--- src/rtl/square_detector.sv ---
// Per-frame bright-object locator: tracks the bounding box of pixels at or above
// THRESHOLD and publishes it as a square one cycle after the last active pixel.
module square_detector #(
  parameter int THRESHOLD  = 200,
  parameter int H_ACTIVE   = 640,
  parameter int V_ACTIVE   = 480,
  parameter int MIN_PIXELS = 16,
  parameter int MIN_SIZE   = 4
) (
  input  logic        VGA_CLK,
  input  logic        RST,
  input  logic [7:0]  pixel_in,
  input  logic [12:0] VGA_H_CNT,
  input  logic [12:0] VGA_V_CNT,
  output logic [10:0] square_x,
  output logic [10:0] square_y,
  output logic [10:0] square_size,
  output logic        square_detected,
  output logic        frame_done
);

  typedef enum logic [1:0] {IDLE, ACCUM, LATCH} state_t;

  state_t      state, state_n;
  logic [10:0] min_x, min_y, max_x, max_y;
  logic [10:0] min_x_n, min_y_n, max_x_n, max_y_n;
  logic [18:0] cnt, cnt_n;

  logic        active, bright, fstart, fend, publish, det;
  logic [10:0] h11, v11, size_c;
  logic [11:0] w, h, size12;

  function automatic logic [18:0] sat_inc(input logic [18:0] c);
    return (&c) ? c : c + 19'd1;
  endfunction

  function automatic logic [10:0] clamp_size(input logic [11:0] s);
    return (s > 12'h7FF) ? 11'h7FF : s[10:0];
  endfunction

  assign active = (VGA_H_CNT < 13'(H_ACTIVE)) && (VGA_V_CNT < 13'(V_ACTIVE));
  assign bright = active && (pixel_in >= 8'(THRESHOLD));
  assign fstart = (VGA_H_CNT == 13'd0) && (VGA_V_CNT == 13'd0);
  assign fend   = (VGA_H_CNT == 13'(H_ACTIVE - 1)) && (VGA_V_CNT == 13'(V_ACTIVE - 1));
  // Coordinates are only consumed when active, so the low 11 bits are exact.
  assign h11    = VGA_H_CNT[10:0];
  assign v11    = VGA_V_CNT[10:0];

  always_comb begin
    state_n = state;
    min_x_n = min_x;
    min_y_n = min_y;
    max_x_n = max_x;
    max_y_n = max_y;
    cnt_n   = cnt;
    case (state)
      IDLE, ACCUM: begin
        if (fstart) begin
          min_x_n = bright ? 11'd0 : 11'h7FF;
          min_y_n = bright ? 11'd0 : 11'h7FF;
          max_x_n = 11'd0;
          max_y_n = 11'd0;
          cnt_n   = bright ? 19'd1 : 19'd0;
          state_n = ACCUM;
        end else if (state == ACCUM) begin
          if (bright) begin
            if (h11 < min_x) min_x_n = h11;
            if (v11 < min_y) min_y_n = v11;
            if (h11 > max_x) max_x_n = h11;
            if (v11 > max_y) max_y_n = v11;
            cnt_n = sat_inc(cnt);
          end
          if (fend) state_n = LATCH;
        end
      end
      LATCH:   state_n = IDLE;
      default: state_n = IDLE;
    endcase
  end

  // The box is evaluated on the folded values so the result lands on the edge
  // right after the frame-end pixel, together with the LATCH state.
  assign w       = {1'b0, max_x_n} - {1'b0, min_x_n} + 12'd1;
  assign h       = {1'b0, max_y_n} - {1'b0, min_y_n} + 12'd1;
  assign size12  = (w > h) ? w : h;
  assign size_c  = clamp_size(size12);
  assign det     = (cnt_n >= 19'(MIN_PIXELS)) && (cnt_n != 19'd0) && (size_c >= 11'(MIN_SIZE));
  assign publish = (state == ACCUM) && (state_n == LATCH);

  always_ff @(posedge VGA_CLK or posedge RST) begin
    if (RST) begin
      state           <= IDLE;
      min_x           <= 11'h7FF;
      min_y           <= 11'h7FF;
      max_x           <= 11'd0;
      max_y           <= 11'd0;
      cnt             <= 19'd0;
      square_x        <= 11'd0;
      square_y        <= 11'd0;
      square_size     <= 11'd0;
      square_detected <= 1'b0;
    end else begin
      state <= state_n;
      min_x <= min_x_n;
      min_y <= min_y_n;
      max_x <= max_x_n;
      max_y <= max_y_n;
      cnt   <= cnt_n;
      if (publish) begin
        square_detected <= det;
        if (det) begin
          square_x    <= min_x_n;
          square_y    <= min_y_n;
          square_size <= size_c;
        end
      end
    end
  end

  assign frame_done = (state == LATCH);

endmodule

--- config.mk ---
export PLATFORM = sky130hd
export DESIGN_NAME = square_detector
export DESIGN_NICKNAME = d
export VERILOG_FILES = /design/src/rtl/square_detector.sv
export SDC_FILE = /design/constraint.sdc
export NUM_CORES = 1
export LEC_CHECK = 0
export BUFFER_PORTS_ARGS = -buffer_cell sky130_fd_sc_hd__buf_2
export CORE_ASPECT_RATIO = 1.5
export CORE_MARGIN = 4
export CORE_UTILIZATION = 55
export CTS_CLUSTER_SIZE = 14
export DETAILED_ROUTE_END_ITERATION = 16
export GPL_TIMING_DRIVEN = 0
export HOLD_SLACK_MARGIN = 0.08
export PLACE_DENSITY = 0.75
export SYNTH_ARGS = -nofsm -noshare
export SYNTH_HDL_FRONTEND = slang
export SYNTH_SLANG_ARGS = --single-unit
--- constraint.sdc ---
create_clock -name VGA_CLK -period 9.6 [get_ports VGA_CLK]
set_clock_uncertainty 0.15 [all_clocks]
set_input_delay 2.88 -clock VGA_CLK [delete_from_list [all_inputs] [get_ports VGA_CLK]]
set_output_delay 2.88 -clock VGA_CLK [all_outputs]
set_load 0.02 [all_outputs]
==> results by group <==
Outcome
  – Outcome: finished, final reports clean

Setup path
  – Worst path required time: approximately 9700 ps
  – Kind of start point of the critical path: input port
  – Slowest Stage Delay on Critical Path: ~550 ps
  – WS Path Type: in2reg
  – Data arrival time of the critical path: between 9000 and 10000 ps
  – Nature of the critical path endpoint: register
  – CP max FO: 7
  – Library cell contributing the largest single delay on the critical path: sky130_fd_sc_hd__or4_4

Placed design
  – Total half-perimeter wirelength after legalization and detailed placement: 16.01 mm
  – GP Congestion: 0.9252
  – Worst setup slack before clock tree synthesis: -1512 ps
  – Number of port buffers: between 60 and 70
  – Post-place instance area: about 8000 um2
  – DP Cell Count: about 1000

CTS
  – Clock slew at reported path FFs: roughly 70 ps
  – Number of clock buffers inserted by TritonCTS: 9
  – Source-to-sink clock delay at the later pin of the worst-skew pair: 350 ps
  – Buffer depth of the longest clock path: 2
  – Clock Sinks: 99
  – CTS tree: built
  – Root cell of the clock tree: sky130_fd_sc_hd__clkbuf_16
  – H-tree levels: 3

Timing
  – Number of hold-slack violations in the final timing report: 0
  – Number of setup violations in the final report: 0
  – Part of the cycle the worst path needs: just under 100%
  – Headroom to the max-slew limit: around two fifths
  – Max-slew violation total from the final report: 0
  – Least-Margin Pin Slew: 920.0 ps
  – Highest clock frequency the design can meet: about 0.10 GHz
  – Setup ws final: around 70 ps
  – Minimum period implied by the final worst setup slack: 9529 ps
  – Total Neg Setup Slack: 0 ps

Synthesis
  – Cell variety after synth: a little under 60
  – Post-synthesis async set-or-reset flop share: 100.0%
  – Commonest cells in the synthesized netlist: 97 x sky130_fd_sc_hd__ha_1, 83 x sky130_fd_sc_hd__inv_1, 82 x sky130_fd_sc_hd__nand2_1
  – Leading cell type by number of instances after synthesis: sky130_fd_sc_hd__ha_1
  – Part of the Yosys area used for sequential elements: roughly 34%
  – Area contributors post-synth: sky130_fd_sc_hd__dfrtp_1 26%, sky130_fd_sc_hd__ha_1 16%, sky130_fd_sc_hd__dfstp_2 7.8%
  – Cell count after synthesis: 801
  – EDFF count, synth: 0
  – Mean cell area of the mapped netlist: roughly 9.3 um2
  – Number of synthesized register bits: 99
  – Ys flop type: sky130_fd_sc_hd__dfrtp_1
  – Combined area of all synthesized cells: between 7000 and 8000 um2
  – Count of synthesis-stage warnings from yosys: 0
  – Syn nets: between 900 and 1000
  – Cell taking the most area after synthesis: sky130_fd_sc_hd__dfrtp_1
  – Top-area cell type share of the netlist area: roughly a quarter

GRT
  – Total congestion overflow after global routing: 0
  – Global-route wire length before repair: between 30 and 40 mm
  – Global Route Usage Sum: 27.92%
  – Number of global-route vias before repair: 6899
  – Antenna violations before repair: 0
  – Largest net degree at the start of global routing: 54

Route
  – Routed Wire Length: between 20 and 25 mm
  – Vias per cell: roughly 6.3
  – Via count: around 6900
  – Iteration-0 DRC Markers: 374
  – Remaining antenna violation count after routing: 0
  – Wire length per cell after detailed routing: 20.46 um
  – Number of DRC violations after detailed routing: 0
  – First-pass iteration count of the detailed router: 5

Worst hold path
  – Path class of the lowest-slack min-delay path: reg2reg

Layout
  – Diodes inserted: 0
  – Layout cell share with drive strength beyond 1: ~28%
  – Final core utilization: a little over two thirds
  – Area overhead of the layout relative to synthesis: 23.54%
  – Post-route cell area: 9181 um2
  – Finished Layout Cells: around 1100
  – Count of nets after finishing: 1068

Floorplanning
  – Ports placed on the boundary: 71
  – Core Footprint: roughly 13000 um2
  – Row count: 51
  – Die H: roughly 150 um
  – Overall die width: 102.9 um
  – Initial core utilization: between 50 and 60%
  – Die area: about 15000 um2

Power and ir drop
  – Cell area power density: just over 90 nW/um2
  – Leakage dissipation: 4.421 nW
  – Worst IR Drop VDD: 0.08084 mV

Job
  – Max-cap violations: 0
## per-stage QoR
step	hold slack [ps]	power (mW)
2_1_floorplan	351.0	0.4528
3_3_place_gp	308.2	0.4761
3_5_place_dp	314.6	0.4803
4_1_cts	337.2	0.8502
5_1_grt	357.5	0.8855
6_report	333.9	0.8551
## critical path: cells and delay by family
kind | cells | cell delay, ps
xor gates and xnor gates | 1 | 280
buffers and inverters | 8 | 1200
AOI/OAI and AO/OA | 12 | 2210
and+or+nand+nor | 6 | 1750
muxes | 1 | 290
adders and majority gates | 3 | 970
## cells by family after synthesis
kind of cell / count (synthesis) / synth area share (%)
AND/OR/NAND/NOR: 241 / 16.55
XOR/XNOR: 19 / 2.239
adder cells (fa/ha/maj): 99 / 16.87
multiplexers: 35 / 6.650
AO/OA/AOI/OAI: 202 / 17.78
flip-flops: 99 / 33.70
buffers and inverters: 106 / 6.212
## metal layers
metal / track usage (%) / wire [um] / share of wire [%]
met5: 0 / 0 / 0
met3: 3.709 / 1285 / 5.7
met4: 12.83 / 966 / 4.3
met1: 32.77 / 8448 / 38
met2: 49.49 / 11750 / 52
## final timing paths
check | cells after the start | endpoint | start | slack, ps
worst min register to register | 1 | square_size[3] | square_size[3] | 330
worst max-delay path | 31 | square_y[7] | VGA_V_CNT[10] | 70
worst max register to register | 30 | square_y[7] | state[1] | 2170
max in group asynchronous | 3 | min_x[7] | RST | 6070
worst min-delay path | 1 | square_size[3] | square_size[3] | 330
min in group asynchronous | 2 | cnt[13] | RST | 2460
## power by group
part	total (mW)	internal, mW	switching [mW]
combinational	0.0713	0.0290	0.0423
sequential	0.418	0.418	0.000124
clock	0.366	0.203	0.163
total	0.855	0.650	0.205
## what timing repair did
action | CTS | global route
hold endpoints to repair | 0 | 0
hold buffers | 0 | 0
gates cloned | 0 | 5
pin swaps | 5 | 43
setup endpoints to repair | 34 | 34
setup buffers | 24 | 26
gates resized for setup | 29 | 84
## placed cells by master, fill, tap and decap left out, drive strengths merged, types with 5 or more instances in the layout
| cell | count |
|---|---|
| a211oi | 13 |
| a21o | 13 |
| a21oi | 34 |
| a2bb2oi | 10 |
| a31oi | 7 |
| and3 | 10 |
| and4 | 7 |
| buf | 128 |
| clkbuf | 27 |
| dfrtp | 77 |
| dfstp | 22 |
| ha | 97 |
| inv | 83 |
| mux2 | 31 |
| nand2 | 83 |
| nand3 | 14 |
| nand4 | 23 |
| nor2 | 38 |
| nor2b | 5 |
| nor3 | 19 |
| nor4 | 12 |
| o211ai | 6 |
| o21a | 14 |
| o21ai | 64 |
| o21bai | 5 |
| o221a | 8 |
| o31ai | 7 |
| or3 | 8 |
| or4 | 10 |
| xnor2 | 8 |
| xor2 | 11 |
## layout make-up
| cell class | instances | area [um2] |
|---|---|---|
| Clock inverter | 4 | 53.80 |
| Timing Repair Buffer | 122 | 862.1 |
| Buffer | 21 | 180.2 |
| Inverter | 84 | 317.8 |
| Clock buffer | 12 | 236.5 |
| Sequential cell | 99 | 2505 |
| Multi-Input combinational cell | 596 | 4827 |
| Tap cell | 159 | 198.9 |
| Fill cell | 1001 | 3964 |
## flip-flops by register name (all words and copies together) (netlist names)
| register | count |
|---|---|
| cnt | 19 |
| max_x | 11 |
| max_y | 11 |
| min_x | 11 |
| min_y | 11 |
| square_size | 11 |
| square_x | 11 |
| square_y | 11 |
| state | 2 |
| square_detected | 1 |
No activity file was read; power rests on OpenSTA's default activity.
